[config.mk]
export PLATFORM = sky130hd
export DESIGN_NAME = mem_issue
export DESIGN_NICKNAME = d
export VERILOG_FILES = /design/src/rtl/mem_issue_pkg.sv /design/src/rtl/mem_issue_lane_align.sv /design/src/rtl/mem_issue.sv
export SDC_FILE = /design/constraint.sdc
export NUM_CORES = 1
export LEC_CHECK = 0
export ABC_AREA = 0
export BUFFER_PORTS_ARGS = -buffer_cell sky130_fd_sc_hd__buf_4
export CAP_MARGIN = 20
export CORE_MARGIN = 2
export CORE_UTILIZATION = 45
export CTS_BUF_LIST = sky130_fd_sc_hd__clkbuf_4 sky130_fd_sc_hd__clkbuf_8
export DETAILED_ROUTE_END_ITERATION = 8
export PLACE_DENSITY = 0.71
export SLEW_MARGIN = 20
export SYNTH_ARGS = -nofsm -noshare
export SYNTH_HDL_FRONTEND = slang
export SYNTH_SLANG_ARGS = --single-unit
export TNS_END_PERCENT = 30
[constraint.sdc]
create_clock -name clk_i -period 3.9 [get_ports clk_i]
set_input_delay 0.39 -clock clk_i [delete_from_list [all_inputs] [get_ports clk_i]]
set_output_delay 0.39 -clock clk_i [all_outputs]
set_load 0.02 [all_outputs]
[src/rtl/mem_issue_pkg.sv]
// rtl/mem_issue_pkg.sv - shared types and helpers for the memory issue block
package mem_issue_pkg;

  typedef enum logic [1:0] {
    SZ_BYTE  = 2'd0,
    SZ_WYDE  = 2'd1,
    SZ_TETRA = 2'd2,
    SZ_OCTA  = 2'd3
  } sz_e;

  typedef enum logic [1:0] {
    EXC_NONE  = 2'd0,
    EXC_BUS   = 2'd1,
    EXC_TMO   = 2'd2,
    EXC_ALIGN = 2'd3
  } exc_e;

  typedef enum logic [2:0] {
    ST_IDLE = 3'd0,
    ST_ACC1 = 3'd1,
    ST_GAP  = 3'd2,
    ST_ACC2 = 3'd3,
    ST_DONE = 3'd4
  } state_e;

  // Number of bytes moved by an access of the given size.
  function automatic logic [3:0] sz_to_bytes(input sz_e sz);
    return 4'd1 << sz;
  endfunction

endpackage

[src/rtl/mem_issue_lane_align.sv]
// rtl/mem_issue_lane_align.sv - byte-lane select, store shift and load merge/extend
module lane_align
  import mem_issue_pkg::*;
#(
  parameter int DBW = 64
) (
  input  logic [1:0]               i_sz,
  input  logic [$clog2(DBW/8)-1:0] i_off,
  input  logic                     i_sxt,
  input  logic [DBW-1:0]           i_st_dat,
  input  logic [DBW-1:0]           i_rd_lo,
  input  logic [DBW-1:0]           i_rd_hi,
  output logic [DBW/8-1:0]         o_sel_lo,
  output logic [DBW/8-1:0]         o_sel_hi,
  output logic [DBW-1:0]           o_st_lo,
  output logic [DBW-1:0]           o_st_hi,
  output logic [DBW-1:0]           o_ld_dat
);
  localparam int NB = DBW / 8;
  localparam logic [2*NB-1:0] ONE = 1;

  logic [3:0]       w_bytes;
  logic [2*NB-1:0]  w_mask;
  logic [2*NB-1:0]  w_full;
  logic [DBW-1:0]   w_dmask;
  logic [2*DBW-1:0] w_st;
  logic [2*DBW-1:0] w_ld_sh;
  logic [DBW-1:0]   w_raw;
  logic             w_sign;

  // Lane mask spans two lane groups; data is shifted across the same double-width window.
  always_comb begin
    w_bytes  = sz_to_bytes(sz_e'(i_sz));
    w_mask   = (ONE << w_bytes) - ONE;
    w_full   = w_mask << i_off;
    o_sel_lo = w_full[NB-1:0];
    o_sel_hi = w_full[2*NB-1:NB];
    w_dmask  = ~({DBW{1'b1}} << {w_bytes, 3'b000});
    w_st     = {{DBW{1'b0}}, i_st_dat & w_dmask} << {i_off, 3'b000};
    o_st_lo  = w_st[DBW-1:0];
    o_st_hi  = w_st[2*DBW-1:DBW];
    w_ld_sh  = {i_rd_hi, i_rd_lo} >> {i_off, 3'b000};
    w_raw    = w_ld_sh[DBW-1:0] & w_dmask;
    w_sign   = 1'b0;
    case (sz_e'(i_sz))
      SZ_BYTE:  w_sign = w_raw[7];
      SZ_WYDE:  w_sign = w_raw[15];
      SZ_TETRA: w_sign = w_raw[31];
      default:  w_sign = w_raw[DBW-1];
    endcase
    o_ld_dat = (i_sxt && w_sign) ? (w_raw | ~w_dmask) : w_raw;
  end

endmodule

[src/rtl/mem_issue.sv]
// rtl/mem_issue.sv - load/store bus issue FSM; MEMISSUE_SPLIT_EN enables two-cycle misaligned accesses
module mem_issue
  import mem_issue_pkg::*;
#(
  parameter int AMSB = 31,
  parameter int DBW  = 64,
  parameter int TAGW = 4,
  parameter int TMO  = 255
) (
  input  logic              clk_i,
  input  logic              rst_i,
  input  logic              req_valid_i,
  output logic              req_ready_o,
  input  logic [TAGW-1:0]   req_id_i,
  input  logic              req_we_i,
  input  logic [1:0]        req_sz_i,
  input  logic              req_sxt_i,
  input  logic [AMSB:0]     req_adr_i,
  input  logic [DBW-1:0]    req_dat_i,
  output logic              res_valid_o,
  output logic [TAGW-1:0]   res_id_o,
  output logic [DBW-1:0]    res_dat_o,
  output logic [1:0]        res_exc_o,
  output logic              cyc_o,
  output logic              stb_o,
  output logic              we_o,
  output logic [DBW/8-1:0]  sel_o,
  output logic [AMSB:0]     adr_o,
  output logic [DBW-1:0]    dat_o,
  input  logic              ack_i,
  input  logic              err_i,
  input  logic [DBW-1:0]    dat_i,
  output logic              idle_o
);
  localparam int NB = DBW / 8;
  localparam int OW = $clog2(NB);

  state_e          r_state, w_nxt;
  exc_e            r_exc, w_exc_nxt;
  logic            w_exc_ld, w_cap_lo, w_cap_hi;
  logic [TAGW-1:0] r_id;
  logic            r_we, r_sxt;
  logic [1:0]      r_sz;
  logic [AMSB:0]   r_adr;
  logic [DBW-1:0]  r_dat, r_rd_lo;
  logic [7:0]      r_tmo;
  logic            w_idle, w_split, w_tmo_hit;
  logic [1:0]      w_la_sz;
  logic [OW-1:0]   w_la_off;
  logic [DBW-1:0]  w_la_dat, w_rd_hi, w_st_lo, w_st_hi, w_ld;
  logic [NB-1:0]   w_sel_lo, w_sel_hi;
  logic [AMSB:0]   w_base;

  // The aligner looks at the incoming request while idle so misalignment is known at accept.
  assign w_idle    = (r_state == ST_IDLE);
  assign w_la_sz   = w_idle ? req_sz_i : r_sz;
  assign w_la_off  = w_idle ? req_adr_i[OW-1:0] : r_adr[OW-1:0];
  assign w_la_dat  = w_idle ? req_dat_i : r_dat;
  assign w_split   = |w_sel_hi;
  assign w_tmo_hit = (r_tmo == 8'(TMO));
  assign w_base    = {r_adr[AMSB:OW], {OW{1'b0}}};

`ifdef MEMISSUE_SPLIT_EN
  localparam logic [AMSB-OW:0] LINE_ONE = 1;
  logic [DBW-1:0] r_rd_hi;
  logic [AMSB:0]  w_base_hi;
  assign w_base_hi = {r_adr[AMSB:OW] + LINE_ONE, {OW{1'b0}}};
  assign w_rd_hi   = r_rd_hi;
`else
  assign w_rd_hi   = '0;
`endif

  lane_align #(.DBW(DBW)) u_align (
    .i_sz     (w_la_sz),
    .i_off    (w_la_off),
    .i_sxt    (r_sxt),
    .i_st_dat (w_la_dat),
    .i_rd_lo  (r_rd_lo),
    .i_rd_hi  (w_rd_hi),
    .o_sel_lo (w_sel_lo),
    .o_sel_hi (w_sel_hi),
    .o_st_lo  (w_st_lo),
    .o_st_hi  (w_st_hi),
    .o_ld_dat (w_ld)
  );

  // Next-state, exception capture and bus drive; bus outputs are quiet outside an access.
  always_comb begin
    w_nxt     = r_state;
    w_exc_ld  = 1'b0;
    w_exc_nxt = EXC_NONE;
    w_cap_lo  = 1'b0;
    w_cap_hi  = 1'b0;
    cyc_o     = 1'b0;
    stb_o     = 1'b0;
    we_o      = 1'b0;
    sel_o     = '0;
    adr_o     = '0;
    dat_o     = '0;
    case (r_state)
      ST_IDLE: begin
        if (req_valid_i) begin
          w_exc_ld = 1'b1;
          w_nxt    = ST_ACC1;
`ifndef MEMISSUE_SPLIT_EN
          if (w_split) begin
            w_nxt     = ST_DONE;
            w_exc_nxt = EXC_ALIGN;
          end
`endif
        end
      end
      ST_ACC1: begin
        if (!w_tmo_hit) begin
          cyc_o = 1'b1;
          stb_o = 1'b1;
          we_o  = r_we;
          sel_o = w_sel_lo;
          adr_o = w_base;
`ifdef MEMISSUE_SPLIT_EN
          dat_o = w_st_lo;
`else
          // Only unsplit accesses reach here, so the high half is always zero.
          dat_o = w_st_lo | w_st_hi;
`endif
        end
        if (w_tmo_hit) begin
          w_nxt = ST_DONE; w_exc_ld = 1'b1; w_exc_nxt = EXC_TMO;
        end else if (err_i) begin
          w_nxt = ST_DONE; w_exc_ld = 1'b1; w_exc_nxt = EXC_BUS;
        end else if (ack_i) begin
          w_cap_lo = 1'b1;
`ifdef MEMISSUE_SPLIT_EN
          w_nxt = w_split ? ST_GAP : ST_DONE;
`else
          w_nxt = ST_DONE;
`endif
        end
      end
`ifdef MEMISSUE_SPLIT_EN
      ST_GAP: begin
        cyc_o = 1'b1;
        we_o  = r_we;
        w_nxt = ST_ACC2;
      end
      ST_ACC2: begin
        if (!w_tmo_hit) begin
          cyc_o = 1'b1;
          stb_o = 1'b1;
          we_o  = r_we;
          sel_o = w_sel_hi;
          adr_o = w_base_hi;
          dat_o = w_st_hi;
        end
        if (w_tmo_hit) begin
          w_nxt = ST_DONE; w_exc_ld = 1'b1; w_exc_nxt = EXC_TMO;
        end else if (err_i) begin
          w_nxt = ST_DONE; w_exc_ld = 1'b1; w_exc_nxt = EXC_BUS;
        end else if (ack_i) begin
          w_cap_hi = 1'b1;
          w_nxt    = ST_DONE;
        end
      end
`endif
      ST_DONE: w_nxt = ST_IDLE;
      default: w_nxt = ST_IDLE;
    endcase
  end

  // State, exception and wait counter; the counter restarts on every bus-cycle entry.
  always_ff @(posedge clk_i) begin
    if (rst_i) begin
      r_state <= ST_IDLE;
      r_exc   <= EXC_NONE;
      r_tmo   <= '0;
    end else begin
      r_state <= w_nxt;
      if (w_exc_ld) r_exc <= w_exc_nxt;
      if ((r_state == ST_ACC1 || r_state == ST_ACC2) && w_nxt == r_state)
        r_tmo <= r_tmo + 8'd1;
      else
        r_tmo <= '0;
    end
  end

  // Request latch at accept and read-data capture on each acknowledged cycle.
  always_ff @(posedge clk_i) begin
    if (rst_i) begin
      r_id    <= '0;
      r_we    <= 1'b0;
      r_sz    <= '0;
      r_sxt   <= 1'b0;
      r_adr   <= '0;
      r_dat   <= '0;
      r_rd_lo <= '0;
`ifdef MEMISSUE_SPLIT_EN
      r_rd_hi <= '0;
`endif
    end else begin
      if (w_idle && req_valid_i) begin
        r_id  <= req_id_i;
        r_we  <= req_we_i;
        r_sz  <= req_sz_i;
        r_sxt <= req_sxt_i;
        r_adr <= req_adr_i;
        r_dat <= req_dat_i;
      end
      if (w_cap_lo) r_rd_lo <= dat_i;
`ifdef MEMISSUE_SPLIT_EN
      if (w_cap_hi) r_rd_hi <= dat_i;
`endif
    end
  end

  assign req_ready_o = w_idle;
  assign idle_o      = w_idle;
  assign res_valid_o = (r_state == ST_DONE);
  assign res_id_o    = res_valid_o ? r_id : '0;
  assign res_exc_o   = res_valid_o ? r_exc : EXC_NONE;
  assign res_dat_o   = (res_valid_o && !r_we && r_exc == EXC_NONE) ? w_ld : '0;

endmodule
# == Word level (Yosys, flattened, before mapping) ==
# Cells that the tools add are included.
# word_totals
elab_cells,81
regBits,181
input_bits,173
out_inout_bits,180
# classes
addsub,2
n_mux,37
bitwise_logic,7
n_eq_ne,7
shifts,6
reduce_logical,12
# op_table
cell,count
$mux 64,5
$and 64x64->64,2
$not 64->64,2
$or 64x64->64,2
$shl 64x6->128,1
$mux 32,2
$shl 64x7->64 const A,1
$shr 64x6->64,1
$mux 3,6
$mux 8,2
$shl 1x4->16 const A,1
$shl 16x3->16,1
$sub 16x1->16 const B,1
$mux 1,12
$mux 2,5
$add 8x1->8 const B,1
$eq 8x8->1 const B,1
$reduce_or 8->1,1
$pmux 3 s2,1
$logic_and 1x1->1,5
$logic_not 2->1,2
$mux 4,1
$pmux 2 s2,1
$shl 1x2->4 const A,1
other kinds (13),13

# == Depth between registers and ports, before layout ==
# logic_depth
depth_word,14
mapped_depth,12
depth_no_buf,8

# == By module ==
# Synthesis repeated with hierarchy kept, for this count alone.
# unflattened
hier_cells,1974
area_unflattened_um2,14876.8
# by_module_without_submodules
module,seq_area_each_um2,area_each_um2,cells_each,n_inst
mem_issue,3623.5,8424.3,1133,1
lane_align,0.0,6452.4,841,1

# == Worst setup path before layout ==
# No wires, ideal clock.
# synth_path
path_type,flip-flop to output port
start,register r_state[0]
end,output dat_o[63]
t_arrival_ns,2.588
t_required_ns,3.510
slack_ns,0.922
n_path_buf,4
stages_incl_launch_ff,12
cell_sequence,dfxtp_1 or3_1 buf_6 inv_4 buf_6 mux2i_1 buf_2 buf_1 o2111ai_1 o21ai_0 nor2_1 a211oi_1
# synth_between
elab_chain_cells,10
word_cells_on_any_way,13
classes_between,eq/ne: 1; shift: 3; mux: 5; bitwise: 3; reduce/logical: 1
# synth_lines
item,line,rtl
from (decl),mem_issue.sv:38,"state_e r_state, w_nxt;"
from (signal assigned),mem_issue.sv:177,r_state <= w_nxt;
$logic_not 3->1,mem_issue.sv:55,assign w_idle = (r_state == ST_IDLE);
$mux 2,mem_issue.sv:56,assign w_la_sz = w_idle ? req_sz_i : r_sz;
$shl 1x2->4,mem_issue_pkg.sv:28,return 4'd1 << sz;
$shl 64x7->64,mem_issue_lane_align.sv:38,"w_dmask = ~({DBW{1'b1}} << {w_bytes, 3'b000});"
$not 64->64,mem_issue_lane_align.sv:38,
$and 64x64->64,mem_issue_lane_align.sv:39,"w_st = {{DBW{1'b0}}, i_st_dat & w_dmask} << {i_off, 3'b000};"
$shl 64x6->128,mem_issue_lane_align.sv:39,
$or 64x64->64,mem_issue.sv:124,dat_o = w_st_lo | w_st_hi;
$mux 64,mem_issue.sv:114,if (!w_tmo_hit) begin
$mux 64 *,mem_issue.sv:100,case (r_state)
to (decl),mem_issue.sv:29,"output logic [DBW-1:0] dat_o,"
# Every way passes the cells marked *; elsewhere a longest branch is shown, timed or not.

# == Worst setup path in the final report ==
# layout_path
start,register r_state[2]
end,output res_dat_o[6]
# layout_between
elab_chain_cells,10
word_cells_on_any_way,20
classes_between,eq/ne: 3; shift: 3; mux: 5; bitwise: 4; reduce/logical: 5
# layout_lines
item,line,rtl
$logic_not 3->1,mem_issue.sv:55,
$mux 2,mem_issue.sv:56,
$shl 1x2->4,mem_issue_pkg.sv:28,
$shl 64x7->64,mem_issue_lane_align.sv:38,
$not 64->64,mem_issue_lane_align.sv:38,
$and 64x64->64,mem_issue_lane_align.sv:43,w_raw = w_ld_sh[DBW-1:0] & w_dmask;
$pmux 1 s3,mem_issue_lane_align.sv:45,case (sz_e'(i_sz))
$logic_and 1x1->1,mem_issue_lane_align.sv:51,o_ld_dat = (i_sxt && w_sign) ? (w_raw | ~w_dmask) : w_raw;
$mux 64,mem_issue_lane_align.sv:51,
$mux 64 *,mem_issue.sv:220,assign res_dat_o = (res_valid_o && !r_we && r_exc == EXC_NONE) ? w_ld : '0;
to (decl),mem_issue.sv:22,"output logic [DBW-1:0] res_dat_o,"
# Marked as above.

==> run_results.csv <==
group,metric,value,unit
global_route,initial_antenna_violation_count,1,
routing,wl_per_cell,24.0,microns
timing,holdWs,140,ps
clock_network,clk-insertion-delay-late,490,ps
floorplan,core.rowCount,62,
final_layout,syn_to_final_growth,24.4,%
floorplan,die_y,174,microns
yosys,number_of_unique_standard_cell_types_used_by_synthesis,67,
final_layout,nets,2194,
timing,period_share,0.976,
clock_network,numCtsBuffers,17,
routing,finalWirelength,57.9,mm
global_route,maximum_number_of_pins_on_one_net_before_global_route_repair,83,
routing,via_count,15100,
setup_path,critical_path_peak_fanout,31,
clock_network,clk_pin_slew,110,ps
global_route,grt_pass1_wl,86.1,mm
global_route,grt_util_all_layers,0.371,
setup_path,timing.critical_path.to_type,"primary output",
yosys,post_synth_inst_count,1794,
routing,drtAntennaViolNets,0,
clock_network,cts.htree.levels,4,
yosys,yosys_warnings,0,
routing,detail_route.iter0.violations,1898,
routing,drt_pass1_iterations,9,
placement,finalWeightedCongestion,1.01,
yosys,synth_edf_count,0,
timing,timing.slew.headroom,0.406,
setup_path,criticalPathCategory,"flop to primary output",
global_route,grt_overflow_total,0,
clock_network,cts_tree,"yes",
floorplan,core-area,28500,sq um
timing,skew,27.4,ps
pwr,ir_drop,197,uV
floorplan,initial_utilization,0.454,
final_layout,layout-drive-gt1-share,0.259,
floorplan,fp.dieW,174,microns
worst_hold_path,worst_hold_path_type,"primary input to flop",
timing,finalSetupTns,0,ps
final_layout,num-fill-cells,2738,
timing,period_minus_slack,3810,ps
setup_path,cp.required,3510,ps
pwr,power.leakage,6.17,nW
yosys,synthesis.area_per_instance,7.21,sq um
clock_network,cts_root_buffer,"clkbuf_8",
yosys,seq_area_frac_synth,0.280,
timing,setup_repair_after_global_routing_missed_its_margin,"no",
yosys,ys_ff_latch,181,
flow_run,drv.max_cap_violation_count,0,
timing,drv_slew,0,
yosys,yosys_most_used_dff,"dfxtp_1",
timing,setup_viol_count_final,0,
setup_path,timing.critical_path.from_type,"flop",
placement,portbufs,349,
placement,detailed_place_hpwl,42.8,mm
routing,ratio_of_routed_vias_to_standard_cells,6.25,
clock_network,tritoncts_num_sinks,181,
global_route,grt_pass1_vias,13700,
timing,max_freq,263,MHz
routing,detail_route.drc_violations,0,
yosys,synth_async_sr_flop_share,0,
outcome,status,"complete, no violations",
clock_network,clock_buffer_depth,2,
yosys,syn_area,12900,sq um
pwr,power_density,275,nW/um^2
floorplan,dieArea,30100,sq um
clock_network,post_cts_hold_buffer_count,0,
setup_path,cp.arrival,3420,ps
timing,report.final.hold_viol_count,0,
floorplan,top_level_ports,353,
timing,worst-slew-pin-transition,891,ps
[Yosys cell counts (all sizes together), types with 3 or more instances]
cell     number  area [sq um]
o211ai       20           150
xor2          3          26.3
a31oi        51           319
nand4        25           169
a2bb2oi       7          61.3
nor3         11          66.3
xnor2         3          26.3
clkbuf      106           398
mux2         29           330
or3          10          62.6
a21oi       245          1230
o22ai        33           206
a211oi       64           480
nand3b        3          22.5
o21bai        8          60.1
nand2b        4          25.0
or4b         27           270
nor2         77           294
o21ai        65           325
a21o         14           105
o31a         16           140
a221o         8          80.1
nor3b         3          27.5
and2         46           288
buf          95           578
o31ai        28           229
and3         22           138
nand3        10          50.1
nand2       415          1570
mux2i        69           694
o2111ai       9          78.8
a22oi        15           113
inv           6          25.0
a41oi        16           140
a211o         8          70.1
dfxtp       181          3620
mux4          6           135
a311oi       20           175
[cell families (layout without fill, tap and decap cells)]
logic type      after synthesis  in the layout  share of synthesized area
compound gates              637            637                      0.313
mux                         104            104                     0.0897
xor+xnor                      6              6                    0.00406
flops                       181            181                      0.280
fa+ha+maj                     2              2                    0.00194
buf+inv                     207            441                     0.0774
other cells                   1              5                   0.000290
simple gates                656            656                      0.233
[stage by stage]
step	cells	worst slack, ps	power (mW)	util	area, sq um
2_1_floorplan	1797	922	2.67	-	12900
3_3_place_gp	2381	529	3.11	0.549	15600
3_5_place_dp	2381	473	3.11	0.549	15600
4_1_cts	2412	13.4	4.39	0.562	16000
5_1_grt	2416	1.92	4.59	0.565	16100
6_report	2416	91.9	4.42	0.565	16100
[layout make-up]
class | count | area, sq um | area share
clock inverter | 13 | 138 | 0.00855
multi-input combinational | 1409 | 8390 | 0.521
sequential | 181 | 3630 | 0.226
clock buffer | 18 | 248 | 0.0154
antenna | 1 | 2.50 | 0.000156
timing repair buffer | 404 | 3170 | 0.197
inverter | 6 | 38.8 | 0.00241
tap | 384 | 480 | 0.0299
[cells in the final DEF (no fill, tap or decap), types with 8 or more instances in the layout]
master,instances
nand3_1,10
a21o_1,14
nand2_1,406
o2111ai_1,9
a221o_1,8
a211o_1,8
a41oi_1,16
o31a_1,16
mux2_2,27
o22ai_1,33
clkbuf_8,18
a21oi_1,245
buf_12,9
o21bai_1,8
or3_1,10
buf_4,393
o211ai_1,20
nor3_1,10
a22oi_1,15
a311oi_1,20
o21ai_0,64
nor2_1,75
or4b_2,24
and3_1,22
o31ai_1,26
a31oi_1,51
dfxtp_1,177
and2_1,45
nand4_1,23
mux2i_1,67
a211oi_1,64
[timing repair]
item                       4_1_cts  5_1_grt
setup endpoints to repair        2       86
resized for setup                1       13
buffers inserted                 0        3
pin swaps                        0        1
[final timing paths]
path	startpoint	to	slack (ps)	cells past startpoint
worst max-delay path	r_state[2]	res_dat_o[6]	90	8
worst min-delay path	req_adr_i[24]	r_adr[24]	140	3
worst max register to register	r_tmo[0]	r_rd_lo[52]	920	10
worst min register to register	r_adr[3]	r_adr[3]	450	2
[power breakdown]
part | switching, mW | leakage [nW] | total [mW] | internal (mW)
clock network | 0.816 | 0.193 | 1.31 | 0.490
registers | 0.0366 | 1.47 | 1.94 | 1.90
logic | 0.745 | 4.50 | 1.17 | 0.429
total | 1.60 | 6.17 | 4.42 | 2.82
[metal layers]
layer	vias to the layer above	global-route usage	part of all wire
li1	6954	-	-
met1	7166	0.500	0.42
met2	848	0.559	0.44
met3	138	0.0785	0.088
met4	0	0.190	0.056
met5	-	0	0
[flip-flops by register name, indices dropped and copies added (netlist names)]
name	count
r_rd_lo	64
r_exc	2
r_adr	32
r_state	3
r_we	1
r_sz	2
r_tmo	8
r_sxt	1
r_dat	64
r_id	4
[worst max-delay path, cell delays in order, from the launching register on]
cell	delay, ps
dfxtp_2	410
or4b_1	670
nand2_8	270
buf_4	330
mux2i_1	440
a211oi_1	130
a21oi_1	330
nor2_1	140
buf_4	200
(Power assumes the default switching activity.)
